File: src/rtl/lvds_tx_if.sv
// TX complex FIFO read port seen from the LVDS transmitter.
// Pull strobe goes out; the empty flag and the read word come back (word valid the cycle after a pull).
// No backpressure: the transmitter only pulls when it saw a non-empty FIFO.
//   master : transmitter side (drives o_fifo_pull)
//   slave  : FIFO side (drives i_fifo_empty, i_fifo_data)
interface lvds_tx_if;
    logic        i_fifo_empty;
    logic        o_fifo_pull;
    logic [31:0] i_fifo_data;

    modport master (
        output o_fifo_pull,
        input  i_fifo_empty,
        input  i_fifo_data
    );

    modport slave (
        input  o_fifo_pull,
        output i_fifo_empty,
        output i_fifo_data
    );
endinterface

File: src/rtl/lvds_tx.sv
// LVDS I/Q transmitter: frames FIFO words and shifts them MSB-first as 16 DDR bit-pairs per word.
// Latency: pull at P, first pair at P+2, last pair at P+17; IDLE decision to first pair is 3 cycles.
// Backpressure: none downstream; upstream is pulled only when non-empty, an empty FIFO at the prefetch point is an underrun.
//
// Ports:
//   i_ddr_clk          TX LVDS clock (only clock)
//   i_reset            synchronous active-high reset
//   i_enable           streaming enable, sampled at IDLE and at pair 13
//   fifo               FIFO read port (pull / empty / data)
//   o_ddr_data         {d1, d0} to the DDR SB_IO; d0 (rising edge) carries the earlier bit
//   o_tx_active        high while a frame is being shifted
//   o_underrun         one-cycle pulse in the first IDLE cycle after an underrun
//   o_underrun_count   saturating underrun counter
module lvds_tx #(
    parameter int FORCE_SYNC     = 1,
    parameter int UNDERRUN_CNT_W = 16
) (
    input  logic                      i_ddr_clk,
    input  logic                      i_reset,
    input  logic                      i_enable,
    lvds_tx_if.master                 fifo,
    output logic [1:0]                o_ddr_data,
    output logic                      o_tx_active,
    output logic                      o_underrun,
    output logic [UNDERRUN_CNT_W-1:0] o_underrun_count
);

    localparam logic [1:0] ST_IDLE  = 2'd0;
    localparam logic [1:0] ST_FETCH = 2'd1;
    localparam logic [1:0] ST_LOAD  = 2'd2;
    localparam logic [1:0] ST_TX    = 2'd3;

    // Pair index at which the next word is decided; the pull lands on the
    // following pair and the data on the last pair of the frame.
    localparam logic [3:0] PAIR_DECIDE = 4'd13;
    localparam logic [3:0] PAIR_LAST   = 4'd15;

    logic [1:0]                state_q,    state_d;
    logic [3:0]                pair_cnt_q, pair_cnt_d;
    logic [31:0]               sr_q,       sr_d;
    logic                      pf_q,       pf_d;      // a word was pulled for the next frame
    logic                      en13_q,     en13_d;    // enable seen at the decision pair
    logic                      pull_q,     pull_d;
    logic [1:0]                ddr_q,      ddr_d;
    logic                      active_q,   active_d;
    logic                      urun_q,     urun_d;
    logic [UNDERRUN_CNT_W-1:0] cnt_q,      cnt_d;

    logic [31:0]               framed;

    // Modem I/Q framing: I sync in [31:30], Q sync in [15:14].
    always_comb begin
        framed = fifo.i_fifo_data;
        if (FORCE_SYNC != 0) begin
            framed[31:30] = 2'b10;
            framed[15:14] = 2'b01;
        end
    end

    always_comb begin
        state_d    = state_q;
        pair_cnt_d = pair_cnt_q;
        sr_d       = sr_q;
        pf_d       = pf_q;
        en13_d     = en13_q;
        pull_d     = 1'b0;
        ddr_d      = 2'b00;
        urun_d     = 1'b0;
        cnt_d      = cnt_q;

        case (state_q)
            ST_IDLE: begin
                if (i_enable && !fifo.i_fifo_empty) begin
                    state_d = ST_FETCH;
                    pull_d  = 1'b1;
                end
            end

            ST_FETCH: begin
                state_d = ST_LOAD;
            end

            // Word is on the FIFO bus now. Pair 0 goes straight to the output
            // register, the remaining 30 bits wait in the shift register.
            ST_LOAD: begin
                ddr_d      = {framed[30], framed[31]};
                sr_d       = {framed[29:0], 2'b00};
                pair_cnt_d = 4'd0;
                pf_d       = 1'b0;
                en13_d     = 1'b0;
                state_d    = ST_TX;
            end

            ST_TX: begin
                pair_cnt_d = pair_cnt_q + 4'd1;

                if (pair_cnt_q == PAIR_DECIDE) begin
                    en13_d = i_enable;
                    pf_d   = i_enable && !fifo.i_fifo_empty;
                    pull_d = i_enable && !fifo.i_fifo_empty;
                end

                if (pair_cnt_q == PAIR_LAST) begin
                    if (pf_q) begin
                        // Prefetched word arrives on the last pair: chain it
                        // in so the next frame follows with no gap.
                        ddr_d  = {framed[30], framed[31]};
                        sr_d   = {framed[29:0], 2'b00};
                        pf_d   = 1'b0;
                        en13_d = 1'b0;
                    end else begin
                        state_d    = ST_IDLE;
                        pair_cnt_d = 4'd0;
                        // Enabled but nothing to send: the FIFO ran dry.
                        if (en13_q) begin
                            urun_d = 1'b1;
                            if (cnt_q != {UNDERRUN_CNT_W{1'b1}}) begin
                                cnt_d = cnt_q + UNDERRUN_CNT_W'(1);
                            end
                        end
                    end
                end else begin
                    ddr_d = {sr_q[30], sr_q[31]};
                    sr_d  = {sr_q[29:0], 2'b00};
                end
            end

            default: begin
                state_d = ST_IDLE;
            end
        endcase

        active_d = (state_d == ST_TX);
    end

    always_ff @(posedge i_ddr_clk) begin
        if (i_reset) begin
            state_q    <= ST_IDLE;
            pair_cnt_q <= 4'd0;
            sr_q       <= 32'd0;
            pf_q       <= 1'b0;
            en13_q     <= 1'b0;
            pull_q     <= 1'b0;
            ddr_q      <= 2'b00;
            active_q   <= 1'b0;
            urun_q     <= 1'b0;
            cnt_q      <= '0;
        end else begin
            state_q    <= state_d;
            pair_cnt_q <= pair_cnt_d;
            sr_q       <= sr_d;
            pf_q       <= pf_d;
            en13_q     <= en13_d;
            pull_q     <= pull_d;
            ddr_q      <= ddr_d;
            active_q   <= active_d;
            urun_q     <= urun_d;
            cnt_q      <= cnt_d;
        end
    end

    assign fifo.o_fifo_pull = pull_q;
    assign o_ddr_data       = ddr_q;
    assign o_tx_active      = active_q;
    assign o_underrun       = urun_q;
    assign o_underrun_count = cnt_q;

endmodule

File: src/flat_wrapper.sv
// flat-port wrapper written by rule: the top's interface ports become plain ports
module lvds_tx_flat 
#(
    parameter int FORCE_SYNC     = 1,
    parameter int UNDERRUN_CNT_W = 16
)
  (i_ddr_clk, i_reset, i_enable, o_ddr_data, o_tx_active, o_underrun, o_underrun_count, fifo_o_fifo_pull, fifo_i_fifo_empty, fifo_i_fifo_data);
  lvds_tx_if fifo_i ();
  input  logic i_ddr_clk;
  input  logic i_reset;
  input  logic i_enable;
  output logic [1:0] o_ddr_data;
  output logic o_tx_active;
  output logic o_underrun;
  output logic [UNDERRUN_CNT_W-1:0] o_underrun_count;
  output wire logic [$bits(fifo_i.o_fifo_pull)-1:0] fifo_o_fifo_pull;
  input wire logic [$bits(fifo_i.i_fifo_empty)-1:0] fifo_i_fifo_empty;
  input wire logic [$bits(fifo_i.i_fifo_data)-1:0] fifo_i_fifo_data;
  assign fifo_o_fifo_pull = fifo_i.o_fifo_pull;
  assign fifo_i.i_fifo_empty = fifo_i_fifo_empty;
  assign fifo_i.i_fifo_data = fifo_i_fifo_data;
  lvds_tx #(.FORCE_SYNC(FORCE_SYNC), .UNDERRUN_CNT_W(UNDERRUN_CNT_W)) u_core (.i_ddr_clk(i_ddr_clk), .i_reset(i_reset), .i_enable(i_enable), .fifo(fifo_i), .o_ddr_data(o_ddr_data), .o_tx_active(o_tx_active), .o_underrun(o_underrun), .o_underrun_count(o_underrun_count));
endmodule
File: config.mk
export PLATFORM = sky130hd
export DESIGN_NAME = lvds_tx_flat
export DESIGN_NICKNAME = d
export VERILOG_FILES = /design/src/rtl/lvds_tx_if.sv /design/src/rtl/lvds_tx.sv /design/src/flat_wrapper.sv
export SDC_FILE = /design/constraint.sdc
export NUM_CORES = 1
export LEC_CHECK = 0
export ABC_AREA = 1
export CAP_MARGIN = 20
export CORE_UTILIZATION = 58
export CTS_BUF_LIST = sky130_fd_sc_hd__clkbuf_8
export CTS_CLUSTER_DIAMETER = 150
export CTS_CLUSTER_SIZE = 24
export DETAILED_ROUTE_END_ITERATION = 8
export DONT_BUFFER_PORTS = 1
export MAX_ROUTING_LAYER = met4
export PLACE_DENSITY = 0.77
export RECOVER_POWER = 25
export SLEW_MARGIN = 10
export SYNTH_ARGS = -nofsm -noshare
export SYNTH_HDL_FRONTEND = slang
export SYNTH_SLANG_ARGS = --single-unit
File: constraint.sdc
create_clock -name i_ddr_clk -period 2.46 [get_ports i_ddr_clk]
set_clock_uncertainty 0.1 [all_clocks]
set_input_delay 0.615 -clock i_ddr_clk [delete_from_list [all_inputs] [get_ports i_ddr_clk]]
set_output_delay 0.615 -clock i_ddr_clk [all_outputs]
set_load 0.1 [all_outputs]
Word level (Yosys, flattened, before mapping) --
Index checks and enable logic that the tools add are counted. W data, S select, Z words.
Storage, ports and cells: bits in registers 61, input bits 36, output and inout bits 21, logic and storage cells 55
Operators by class: $add $sub $neg 2, bitwise operators 3, reductions and logical operators 7, multiplexer cells 25, equality and inequality tests 8
Operator list (number):
- $mux W32 | 2
- $pmux W32 S2 | 1
- $add A16 B1 Y16 const B | 1
- $ne A16 B16 Y1 const B | 1
- $mux W1 | 10
- $eq A4 B4 Y1 const B | 2
- $mux W2 | 4
- $mux W4 | 2
- $pmux W2 S4 | 1
- $pmux W4 S2 | 1
- $eq A2 B2 Y1 const B | 3
- $pmux W1 S2 | 3
- $reduce_and A5 Y1 | 1
- $add A4 B1 Y4 const B | 1
- $pmux W2 S2 | 1
- $reduce_or A4 Y1 | 1
- $ne A3 B2 Y1 const B | 1
- $not A1 Y1 | 3
- $eq A2 B1 Y1 const B | 1
- $logic_not A2 Y1 | 1
- $reduce_and A2 Y1 | 1
- $reduce_bool A2 Y1 | 1
- $logic_and A1 B1 Y1 | 1
- $logic_not A1 Y1 | 1

Logic depth before layout (Yosys ltp) --
depth after elaboration 6, mapped depth 10, gate-level depth less buffers 10

Worst setup path before layout --
No wires, ideal clock.
path kind flip-flop to flip-flop, start point register u_core.cnt_q[0], in the netlist u_core.o_underrun_count[0], end point register u_core.cnt_q[13], in the netlist u_core.o_underrun_count[13], setup time 69 ps, buffers on the path 1, cell stages (with the launch flop) 11, arrival time 2202 ps, clock period less this slack 2370 ps, path slack 90 ps, data required time 2291 ps, cell sequence dfxtp_1 > ha_1 > inv_1 > nor2_2 > nand2_4 > nor2_8 > nand2_4 > nand2_4 > buf_8 > nand2_2 > a21oi_2
Between the ends: cells in the longest elaborated chain, start to end 2, elaborated cells between the ends (all ways) 3, classes of those cells add/sub: 1; eq/ne: 1; reduce/logical: 1
RTL lines:
- start, declared | line lvds_tx.sv:47 | logic [UNDERRUN_CNT_W-1:0] cnt_q, cnt_d;
- start signal, assigned | line lvds_tx.sv:158 | cnt_q <= cnt_d;
- branches (longest 2 deep; another with $add A16 B1 Y16)
Parallel ways; which one is timed is not known. A chain may end at the register's enable or synchronous reset.

Worst setup path after layout --
start point register u_core.state_q[1], end point register u_core.cnt_q[12], in the netlist u_core.o_underrun_count[12]
Between the ends: cells in the longest elaborated chain, start to end 2
RTL lines:
- start, declared | line lvds_tx.sv:38 | logic [1:0] state_q, state_d;
- start signal, assigned | line lvds_tx.sv:149 | state_q <= state_d;
- $eq A2 B2 Y1 | line lvds_tx.sv:71 | case (state_q)
- $reduce_and A5 Y1 (no line)
Every way passes these cells.

==> impl_summary.md <==
Timing
The count of final hold-check violations is 0. Setup repair after global routing left no endpoint under its margin. The worst relative slew slack is 0.583.

The minimum clock period after layout is 2.03 ns. The slew of the pin with the lowest slew margin is 0.626 ns. Across all setup checks in the final design, the least slack found is 0.434 ns.

Derived from the worst setup path, the maximum achievable clock frequency is 0.493 GHz. The final worst-path cycle share is 0.824. The final-report max-slew violation count is 0.

The total negative setup slack is 0 ns. Setup violations remaining at the end of the flow were counted as 0.

Setup path
Together, buffers and inverters on the worst path number 2. The critical path arrival is 2.15 ns. The critical path runs through a total of 8 cells. The startpoint type of the worst setup path is a flip-flop. The largest fanout on the critical path is 15. The slowest stage of the critical path belongs to the cell dfxtp_1. The cell that appears most often on the critical path is nand3_1. STA classifies the critical path endpoint as a flip-flop.

The largest single stage delay on the critical path is 0.37 ns. For the worst setup path, the data required time is 2.59 ns. The length in cells of the worst reg-to-reg path is 8. Walking the worst path, the cells encountered are ha_1 -> nand2_1 -> inv_1 -> nand3_1 -> inv_2 -> nand3_1 -> o21ai_0 -> nor2_1. The family with the most delay on the worst path is simple AND/OR/NAND/NOR gates. The kind of critical path is flip-flop to flip-flop.

Synthesis
After technology mapping, the gate count stands at 410. The number of nets in the synthesized netlist is 453. In this run, distinct cell masters in the synthesized netlist total 35. After synthesis, the share of flip-flops with an asynchronous set or reset is 0. The share of the Yosys chip area taken by registers is 0.405. The register bit total from synthesis is 59. The warning count from the yosys run is 0. The cell area that synthesis handed to floorplanning was 0.00292 mm². The most repeated cell in the gate-level netlist after synthesis is nand2_1. The average instance in the mapped netlist occupies 7.12 µm².

Counting instances in the post-synthesis netlist gives the leading cell types as nand2_1 (118), dfxtp_1 (59), o21ai_0 (38), nor2_1 (35), inv_1 (31). Of the post-synthesis cell area, the dominant cell type holds 0.405. Counting flops with a built-in enable in the synthesized netlist gives 0. The library cell with the largest summed area after synthesis is dfxtp_1. The most used flip-flop cell after synthesis is dfxtp_1. Sorting the synthesized cells by area gives the leading types as dfxtp_1 (40%), nand2_1 (15%), o21ai_0 (6.5%).

Floorplan
The floorplan die width is 72.9 µm. The die covers 0.00532 mm². For this design the top-level I/O count stands at 57. The effective utilization at floorplan is 0.610. The area of the core is 0.00479 mm².

The standard-cell row count is 25. The chip height is 72.9 µm.

Global routing
The number of antenna violations at the first check in global routing came to 0. The number of global-route vias before repair is 2,413. The first global-routing pass estimated 10,400 µm of wire. For this run, the total global-route usage over all layers was measured as 0.263.

Entering global routing, the biggest net connects 57 pins. The total congestion overflow is 0.

Placement
The port buffer count is 0. The routability-driven placement congestion ratio is 0.869. The placed instance area is 0.00307 mm². Timing analysis after detailed placement gives a worst setup slack of 0.183 ns. Once detailed placement completed, the half-perimeter wirelength came to 4060 µm.

Clock network
The CTS sink count is 59. The CTS tree is built. The clock passes through at most 2 buffers.

Post-CTS timing repair inserted 0 buffers for setup. In this run, post-CTS hold repair placed 0 buffers. The cell at the root of the clock tree is clkbuf_8.

The total clock buffers created by CTS is 9. The H-tree was split into 3 levels. The clock-pin slew reported for the worst setup and hold paths after clock tree synthesis is 0.06 ns.

Gates resized during post-CTS repair numbered 0. The later pin in the worst-skew pair is clocked with a latency of 0.34 ns.

Route
The routed wire length per instance is 12.2 µm. The first routing iteration left 158 violations. The wire length reported by the detailed router is 6060 µm. The detailed router placed 2,691 vias in this run.

Using the TritonRoute via totals, the vias-per-cell ratio works out to 5.41. In the routed design, unresolved DRC markers number 0. The number of nets with antenna violations after routing is 0. The length of the first detailed-routing pass in iterations is 5.

Cells and area
The net count of the finished layout is 468. The layout-stage area growth over the synthesis result is 11.6%. The count of antenna diodes in the layout is 0.

The fraction of layout instances using a drive strength above 1 is 0.144. The finished cells cover 0.00326 mm².

Pwr
The worst-case vdd ir drop is 0.000565 V. The design draws 2850 µW. The total power per unit cell area is 873 mW/mm². The leakage power is 0.00132 µW.

Hold path
The tightest min-delay check is of the input port to flip-flop type. Along the worst hold path, the cell count comes to 1.

Run
The tool flagged a number of max-cap violations equal to 0.

Outcome
The run finished with clean final reports.
layout by cell type (no fill, tap or decap):
cell,instances
a21oi_1,14
a21oi_2,7
a21oi_4,1
a22oi_1,1
a311oi_1,1
a31oi_1,26
buf_12,1
buf_4,11
bufinv_16,1
clkbuf_2,12
clkbuf_8,10
clkinv_1,1
clkinv_2,3
clkinvlp_4,1
dfxtp_1,59
ha_1,7
inv_1,32
inv_2,3
nand2_1,118
nand2_2,4
nand2_4,3
nand3_1,21
nand3b_1,3
nand4_1,4
nor2_1,35
nor2_2,1
nor2_4,1
nor2_8,1
nor3_1,1
nor3_2,1
nor4_1,1
o211ai_1,1
o21ai_0,38
o21bai_1,1
or2_2,1
xnor2_1,2
xor2_1,2
cells by family after synthesis:
| group | after synthesis | share of synthesized area |
|---|---|---|
| AO/OA/AOI/OAI | 90 | 0.180 |
| XOR/XNOR | 4 | 0.0120 |
| adder cells (fa/ha/maj) | 7 | 0.0300 |
| buffers and inverters | 55 | 0.0823 |
| flip-flops | 59 | 0.405 |
| AND/OR/NAND/NOR | 195 | 0.291 |
power by group:
part	internal (µW)	leakage (µW)	switching, µW
clock network	486	0.000103	373
registers	1180	0.000480	107
logic	229	0.000740	474
path summary, 6_finish.rpt:
check	startpoint	end	slack, ns
max reg2reg	u_core.state_q[1]$_SDFF_PP0_	u_core.o_underrun_count[12]$_SDFFE_PP0P_	0.43
min reg2reg	u_core.sr_q[30]$_SDFFE_PP0P_	u_core.o_ddr_data[1]$_SDFF_PP0_	0.36
max	u_core.state_q[1]$_SDFF_PP0_	u_core.o_underrun_count[12]$_SDFFE_PP0P_	0.43
min	i_reset	u_core.o_underrun_count[8]$_SDFFE_PP0P_	0.23
registers in the layout (all words and copies together) (netlist names), 2 cells and up:
register	count
u_core.pair_cnt_q	4
u_core.state_q	2
u_core.sr_q	30
u_core.o_ddr_data	2
u_core.o_underrun_count	16
per-stage QoR:
step                      cells  utilization  hold WS [ns]
after floorplan             410            -         0.322
after global placement      480        0.642         0.346
after detailed placement    480        0.642         0.343
after CTS                   496        0.683         0.216
after global routing        497        0.681         0.218
final                       497        0.681         0.235
worst reg2reg max path, delay by kind of cell (launching register included):
family                     cells  cell delay (ns)
buffers and inverters          2             0.42
DFF                            1             0.37
AOI/OAI and AO/OA              1             0.20
adders and majority gates      1             0.31
and+or+nand+nor                4             0.53
routing by layer:
| metal | global-route usage | wire length (µm) |
|---|---|---|
| met2 | 0.418 | 2820 |
| met4 | 0.105 | 107 |
| met5 | - | 0 |
| met3 | 0.0649 | 362 |
| met1 | 0.321 | 2770 |
layout make-up:
| type | count | area, µm² |
|---|---|---|
| multi-input cells | 296 | 1510 |
| inverters | 35 | 131 |
| flip-flops and latches | 59 | 1180 |
| fillers | 431 | 1530 |
| clock inverters | 6 | 56.3 |
| well taps | 67 | 83.8 |
| clock buffers | 10 | 138 |
| repair buffers | 24 | 163 |
Note: power is estimated with default switching activity, not from simulation.
